## config.mk

```make
export PLATFORM = sky130hd
export DESIGN_NAME = cache_miss_arbiter_flat
export DESIGN_NICKNAME = d
export VERILOG_FILES = /design/src/rtl/cache_miss_arbiter_if.sv /design/src/rtl/cache_miss_arbiter.sv /design/src/flat_wrapper.sv
export SDC_FILE = /design/constraint.sdc
export NUM_CORES = 1
export LEC_CHECK = 0
export ABC_AREA = 1
export BUFFER_PORTS_ARGS = -buffer_cell sky130_fd_sc_hd__buf_2
export CORE_AREA = 10 10 119 121
export DETAILED_ROUTE_END_ITERATION = 6
export DIE_AREA = 0 0 129 131
export GPL_ROUTABILITY_DRIVEN = 1
export PLACE_DENSITY = 0.83
export SYNTH_ARGS = -nofsm -noshare
export SYNTH_HDL_FRONTEND = slang
export SYNTH_SLANG_ARGS = --single-unit
```

## constraint.sdc

```tcl
create_clock -name clk -period 2.1 [get_ports clk]
set_input_delay 0.42 -clock clk [delete_from_list [all_inputs] [get_ports clk]]
set_output_delay 0.42 -clock clk [all_outputs]
set_load 0.01 [all_outputs]
```

## src/rtl/cache_miss_arbiter_if.sv

```systemverilog
// Signal bundle between the I/D cache miss ports, the arbiter and the shared miss handler.
// slave = arbiter side, master = everything around it (caches + handler).
interface cache_miss_arbiter_if #(
  parameter int BLKIDX_BIT = 4
);
  logic                  i_req;
  logic                  i_cached;
  logic                  i_w;
  logic [31:0]           i_paddr;
  logic [BLKIDX_BIT-1:0] i_blkidx;
  logic [31:0]           i_wdata;
  logic [3:0]            i_wen;
  logic                  i_fin;
  logic [31:0]           i_rdata;

  logic                  d_req;
  logic                  d_cached;
  logic                  d_w;
  logic [31:0]           d_paddr;
  logic [BLKIDX_BIT-1:0] d_blkidx;
  logic [31:0]           d_wdata;
  logic [3:0]            d_wen;
  logic                  d_fin;
  logic [31:0]           d_rdata;

  logic                  mh_req;
  logic                  mh_src;
  logic                  mh_cached;
  logic                  mh_w;
  logic [31:0]           mh_paddr;
  logic [BLKIDX_BIT-1:0] mh_blkidx;
  logic [31:0]           mh_wdata;
  logic [3:0]            mh_wen;
  logic                  mh_fin;
  logic [31:0]           mh_rdata;

  logic                  busy;

  modport slave (
    input  i_req, i_cached, i_w, i_paddr, i_blkidx, i_wdata, i_wen,
    output i_fin, i_rdata,
    input  d_req, d_cached, d_w, d_paddr, d_blkidx, d_wdata, d_wen,
    output d_fin, d_rdata,
    output mh_req, mh_src, mh_cached, mh_w, mh_paddr, mh_blkidx, mh_wdata, mh_wen,
    input  mh_fin, mh_rdata,
    output busy
  );

  modport master (
    output i_req, i_cached, i_w, i_paddr, i_blkidx, i_wdata, i_wen,
    input  i_fin, i_rdata,
    output d_req, d_cached, d_w, d_paddr, d_blkidx, d_wdata, d_wen,
    input  d_fin, d_rdata,
    input  mh_req, mh_src, mh_cached, mh_w, mh_paddr, mh_blkidx, mh_wdata, mh_wen,
    output mh_fin, mh_rdata,
    input  busy
  );
endinterface

```

## src/rtl/cache_miss_arbiter.sv

```systemverilog
// Shares one miss handler between the I-cache and D-cache: grants one owner, freezes its
// command toward the handler until fin, routes fin back to the owner, swallows fin on flush.
module cache_miss_arbiter #(
  parameter int BLKIDX_BIT = 4,
  parameter bit FIXED_PRIO = 1'b0
) (
  input logic                  clk,
  input logic                  rst,
  cache_miss_arbiter_if.slave  bus
);

  typedef enum logic [1:0] {
    IDLE  = 2'd0,
    OWN_I = 2'd1,
    OWN_D = 2'd2,
    DRAIN = 2'd3
  } state_t;

  typedef struct packed {
    logic                  cached;
    logic                  w;
    logic [31:0]           paddr;
    logic [BLKIDX_BIT-1:0] blkidx;
    logic [31:0]           wdata;
    logic [3:0]            wen;
  } cmd_t;

  state_t state, state_nx;
  cmd_t   cmd_q, i_cmd, d_cmd;
  logic   src_q;
  logic   last_grant_q;  // 0 = I-cache granted last, 1 = D-cache
  logic   grant;
  logic   grant_d;

  assign i_cmd = '{cached: bus.i_cached, w: bus.i_w, paddr: bus.i_paddr,
                   blkidx: bus.i_blkidx, wdata: bus.i_wdata, wen: bus.i_wen};
  assign d_cmd = '{cached: bus.d_cached, w: bus.d_w, paddr: bus.d_paddr,
                   blkidx: bus.d_blkidx, wdata: bus.d_wdata, wen: bus.d_wen};

  // NOTE: every output of this block gets a default before the case, so no path
  // leaves a signal unassigned and no latch is inferred.
  always_comb begin
    state_nx = state;
    grant    = 1'b0;
    grant_d  = 1'b0;
    unique case (state)
      IDLE: begin
        if (bus.i_req || bus.d_req) begin
          grant    = 1'b1;
          // D wins a tie in fixed mode, or when I was the previous owner.
          grant_d  = bus.d_req && (!bus.i_req || FIXED_PRIO || !last_grant_q);
          state_nx = grant_d ? OWN_D : OWN_I;
        end
      end
      OWN_I: begin
        if (bus.mh_fin)      state_nx = IDLE;
        else if (!bus.i_req) state_nx = DRAIN;
      end
      OWN_D: begin
        if (bus.mh_fin)      state_nx = IDLE;
        else if (!bus.d_req) state_nx = DRAIN;
      end
      DRAIN: begin
        if (bus.mh_fin)      state_nx = IDLE;
      end
      default: state_nx = IDLE;
    endcase
  end

  // NOTE: state is updated with non-blocking assignments only, so every reader in this
  // time step sees the pre-edge value regardless of process ordering.
  always_ff @(posedge clk) begin
    if (rst) begin
      state        <= IDLE;
      cmd_q        <= '0;
      src_q        <= 1'b0;
      last_grant_q <= 1'b0;
    end else begin
      state <= state_nx;
      if (grant) begin
        cmd_q        <= grant_d ? d_cmd : i_cmd;
        src_q        <= grant_d;
        last_grant_q <= grant_d;
      end
    end
  end

  assign bus.mh_req    = (state != IDLE);
  assign bus.busy      = (state != IDLE);
  assign bus.mh_src    = src_q;
  assign bus.mh_cached = cmd_q.cached;
  assign bus.mh_w      = cmd_q.w;
  assign bus.mh_paddr  = cmd_q.paddr;
  assign bus.mh_blkidx = cmd_q.blkidx;
  assign bus.mh_wdata  = cmd_q.wdata;
  assign bus.mh_wen    = cmd_q.wen;

  // Fin in DRAIN (or IDLE) reaches neither cache.
  assign bus.i_fin   = bus.mh_fin && (state == OWN_I);
  assign bus.d_fin   = bus.mh_fin && (state == OWN_D);
  assign bus.i_rdata = bus.mh_rdata;
  assign bus.d_rdata = bus.mh_rdata;

endmodule

```

## src/flat_wrapper.sv

```systemverilog
// flat-port wrapper written by rule: the top's interface ports become plain ports
module cache_miss_arbiter_flat 
#(
  parameter int BLKIDX_BIT = 4,
  parameter bit FIXED_PRIO = 1'b0
)
  (clk, rst, bus_i_req, bus_i_cached, bus_i_w, bus_i_paddr, bus_i_blkidx, bus_i_wdata, bus_i_wen, bus_i_fin, bus_i_rdata, bus_d_req, bus_d_cached, bus_d_w, bus_d_paddr, bus_d_blkidx, bus_d_wdata, bus_d_wen, bus_d_fin, bus_d_rdata, bus_mh_req, bus_mh_src, bus_mh_cached, bus_mh_w, bus_mh_paddr, bus_mh_blkidx, bus_mh_wdata, bus_mh_wen, bus_mh_fin, bus_mh_rdata, bus_busy);
  cache_miss_arbiter_if #(.BLKIDX_BIT(BLKIDX_BIT)) bus_i ();
  input logic clk;
  input logic rst;
  input wire logic [$bits(bus_i.i_req)-1:0] bus_i_req;
  input wire logic [$bits(bus_i.i_cached)-1:0] bus_i_cached;
  input wire logic [$bits(bus_i.i_w)-1:0] bus_i_w;
  input wire logic [$bits(bus_i.i_paddr)-1:0] bus_i_paddr;
  input wire logic [$bits(bus_i.i_blkidx)-1:0] bus_i_blkidx;
  input wire logic [$bits(bus_i.i_wdata)-1:0] bus_i_wdata;
  input wire logic [$bits(bus_i.i_wen)-1:0] bus_i_wen;
  output wire logic [$bits(bus_i.i_fin)-1:0] bus_i_fin;
  output wire logic [$bits(bus_i.i_rdata)-1:0] bus_i_rdata;
  input wire logic [$bits(bus_i.d_req)-1:0] bus_d_req;
  input wire logic [$bits(bus_i.d_cached)-1:0] bus_d_cached;
  input wire logic [$bits(bus_i.d_w)-1:0] bus_d_w;
  input wire logic [$bits(bus_i.d_paddr)-1:0] bus_d_paddr;
  input wire logic [$bits(bus_i.d_blkidx)-1:0] bus_d_blkidx;
  input wire logic [$bits(bus_i.d_wdata)-1:0] bus_d_wdata;
  input wire logic [$bits(bus_i.d_wen)-1:0] bus_d_wen;
  output wire logic [$bits(bus_i.d_fin)-1:0] bus_d_fin;
  output wire logic [$bits(bus_i.d_rdata)-1:0] bus_d_rdata;
  output wire logic [$bits(bus_i.mh_req)-1:0] bus_mh_req;
  output wire logic [$bits(bus_i.mh_src)-1:0] bus_mh_src;
  output wire logic [$bits(bus_i.mh_cached)-1:0] bus_mh_cached;
  output wire logic [$bits(bus_i.mh_w)-1:0] bus_mh_w;
  output wire logic [$bits(bus_i.mh_paddr)-1:0] bus_mh_paddr;
  output wire logic [$bits(bus_i.mh_blkidx)-1:0] bus_mh_blkidx;
  output wire logic [$bits(bus_i.mh_wdata)-1:0] bus_mh_wdata;
  output wire logic [$bits(bus_i.mh_wen)-1:0] bus_mh_wen;
  input wire logic [$bits(bus_i.mh_fin)-1:0] bus_mh_fin;
  input wire logic [$bits(bus_i.mh_rdata)-1:0] bus_mh_rdata;
  output wire logic [$bits(bus_i.busy)-1:0] bus_busy;
  assign bus_i.i_req = bus_i_req;
  assign bus_i.i_cached = bus_i_cached;
  assign bus_i.i_w = bus_i_w;
  assign bus_i.i_paddr = bus_i_paddr;
  assign bus_i.i_blkidx = bus_i_blkidx;
  assign bus_i.i_wdata = bus_i_wdata;
  assign bus_i.i_wen = bus_i_wen;
  assign bus_i_fin = bus_i.i_fin;
  assign bus_i_rdata = bus_i.i_rdata;
  assign bus_i.d_req = bus_d_req;
  assign bus_i.d_cached = bus_d_cached;
  assign bus_i.d_w = bus_d_w;
  assign bus_i.d_paddr = bus_d_paddr;
  assign bus_i.d_blkidx = bus_d_blkidx;
  assign bus_i.d_wdata = bus_d_wdata;
  assign bus_i.d_wen = bus_d_wen;
  assign bus_d_fin = bus_i.d_fin;
  assign bus_d_rdata = bus_i.d_rdata;
  assign bus_mh_req = bus_i.mh_req;
  assign bus_mh_src = bus_i.mh_src;
  assign bus_mh_cached = bus_i.mh_cached;
  assign bus_mh_w = bus_i.mh_w;
  assign bus_mh_paddr = bus_i.mh_paddr;
  assign bus_mh_blkidx = bus_i.mh_blkidx;
  assign bus_mh_wdata = bus_i.mh_wdata;
  assign bus_mh_wen = bus_i.mh_wen;
  assign bus_i.mh_fin = bus_mh_fin;
  assign bus_i.mh_rdata = bus_mh_rdata;
  assign bus_busy = bus_i.busy;
  cache_miss_arbiter #(.BLKIDX_BIT(BLKIDX_BIT), .FIXED_PRIO(FIXED_PRIO)) u_core (.clk(clk), .rst(rst), .bus(bus_i));
endmodule
```

==> reports/results.txt <==
Sw Share = 0.385
Initial core utilization = 0.347
Max Root-Sink Buffers = 2
Flops & latches, synth = 77
Clock root cell = clkbuf_16
Cts hold-fix bufs = 0
Via count = 4147
Yosys warning count = 0
Initial antenna violation count = 1
Fin area = 5200 um^2
Core box area = 11800 um^2
# diodes = 0
Number of global-route vias before repair = 4150
Outcome = finished, final reports clean
P_int = 0.00401 W
Global-route wire length before repair = 20500 um
Rows = 40
Hold_ws = 0.279 ns
H-Tree Level Count = 3
Routed len/inst = 15.2 um
Max Cap Violations = 0
Largest net degree at the start of global routing = 80
Cell with the most instances after synthesis = o21ai_0
Final Core Density = 0.440
Layout Skew = 0.00802 ns
Cell Chain, Critical Path = inv_1 > ha_1 > inv_2 > buf_2
Leakage = 2.91 nW
Final Cycle Share = 0.840
Worst path max stage delay = 0.39 ns
Sequential power share = 0.344
PD cells = 1250 nW/um^2
Sequential share of the synthesized area = 0.376
Mapped Nets = 784
First-pass DRT Iterations = 4
Unrepaired setup endpoints after global routing = no
CP delay by family, top = flip-flops
Syn_area_per_cell = 6.89 um^2
Crit path launch type = flip-flop
GPL Wtd Cong = 0.835
Hold crit path type = in -> reg
Drt first-iter violations = 162
Clk Latency, worst-skew pair = 0.33 ns
Async S/R FF share, synth = 0
Post-DP HPWL = 10600 um
Switching pwr = 0.00250 W
Synth-to-Final Area Change = 26.8%
# IOs = 328
Global Route Usage Sum = 0.153
Die height = 131 um
Most frequent cells after synthesis = o21ai_0, nand2_1, inv_1, dfxtp_1, a21oi_1
Max-slew violation count = 0
Tightest Pin Transition = 0.441 ns
Placed cell area = 4880 um^2
Share of layout cells above drive strength 1 = 0.349
Worst-path clk slew = 0.06 ns
Gate power share = 0.402
Element type at the critical path end = primary output
Critical path data arrival time = 1.35 ns
CP required = 1.68 ns
Commonest register cell after synthesis = dfxtp_1
Min cycle time layout = 1.77 ns
Post-Syn Area = 4100 um^2
Synth top area share = 0.376
CTS tree = yes
Slew margin rel. = 0.706
Final ANT Viol Nets = 0
Post-Syn Instances = 595
DRC = 0
Post-synth EDFFs = 0
DRT Wirelength = 13500 um
Cts repair resizes = 0
Setup violators final = 0
Final #Nets = 929
Die W = 129 um
DIE AREA = 16900 um^2
Sink Count = 77
TNS Setup = 0 ns
Slowest cell on crit path = dfxtp_1
Fillers = 1203
Area leader, netlist = dfxtp_1
Fmax = 567 MHz
Worst Path Buf+Inv = 3
VDD IR max = 0.533 mV
Vias/cell = 4.65
Clock group share of total power = 0.254
Synth unique cells = 14
CP Class = reg -> out
CTS Buf Count = 9
Synth area leaders = dfxtp_1, buf_4, o21ai_0, a21oi_1, nand2_1
Post-CTS setup buffers = 0
IO buf count = 231
GRT overflow = 0
Final Hold Fails = 0
Crit-path max FO = 4
path summary, 6_finish.rpt:
| path | startpoint | to | slack, ns | cells after the start |
|---|---|---|---|---|
| worst max-delay path | u_core.state[0]$_SDFFE_PP0P_ | bus_busy | 0.33 | 4 |
| worst min-delay path | rst | u_core.bus.mh_src$_SDFFE_PP0P_ | 0.28 | 2 |
| worst max register to register | u_core.state[0]$_SDFFE_PP0P_ | u_core.bus.mh_paddr[0]$_SDFFE_PP0P_ | 0.45 | 7 |
| worst min register to register | u_core.bus.mh_src$_SDFFE_PP0P_ | u_core.bus.mh_src$_SDFFE_PP0P_ | 0.49 | 2 |
flip-flops by register name, summed over array words and instances, names as in the netlist:
name,count
u_core.bus.mh_blkidx,4
u_core.bus.mh_cached,1
u_core.bus.mh_paddr,32
u_core.bus.mh_src,1
u_core.bus.mh_w,1
u_core.bus.mh_wdata,32
u_core.bus.mh_wen,4
u_core.state,2
cells by family after synthesis:
logic type | count (synthesis) | share of synthesized area
flops | 77 | 0.376
simple gates | 99 | 0.0922
buf+inv | 191 | 0.245
compound gates | 224 | 0.274
fa+ha+maj | 4 | 0.0122
cell type report:
cell class	count	area [um^2]	share of cell area
repair buffers	239	1270	0.244
clock buffers	10	229	0.0441
flip-flops and latches	77	1540	0.297
multi-input cells	327	1570	0.302
clock inverters	6	86.3	0.0166
well taps	147	184	0.0354
inverters	86	323	0.0621
metrics by stage:
stage          total power, W  setup slack, ns  cells
6_report              0.00651            0.335    892
5_1_grt               0.00703            0.243    892
4_1_cts               0.00661            0.314    892
3_5_place_dp          0.00491            0.411    876
3_3_place_gp          0.00486            0.427    876
2_1_floorplan         0.00401            0.656    595
worst reg2reg max path, delay by kind of cell, from the launching register on:
family	cells	cell delay [ns]
adders and majority gates	1	0.24
AOI/OAI and AO/OA	3	0.53
buffers and inverters	3	0.49
DFF	1	0.34
layer usage:
metal / up-vias / GRT usage / wire, um
met5: - / 0 / 0
met4: 0 / 0.0896 / 554
met3: 49 / 0.0766 / 1570
met2: 184 / 0.246 / 6230
met1: 1786 / 0.158 / 5170
li1: 2128 / - / -
cell usage in the layout, fill, tap and decap left out, types with 5 or more instances in the layout:
cell type,synthesis,layout
a21oi_1,75,75
dfxtp_1,77,77
inv_1,84,83
o21ai_0,104,104
clkbuf_16,0,9
nor2_1,5,5
buf_2,17,231
o21ai_1,44,44
nand2_1,89,88
power groups by stage:
stage	clock, W	combinational, W	sequential (W)
after CTS	0.00171	0.00266	0.00224
after detailed placement	0	0.00266	0.00225
after global placement	0	0.00262	0.00224
after global routing	0.00177	0.00295	0.00231
after floorplan	0	0.00152	0.00250
final	0.00165	0.00262	0.00224
Note: power is estimated with default switching activity, not from simulation.
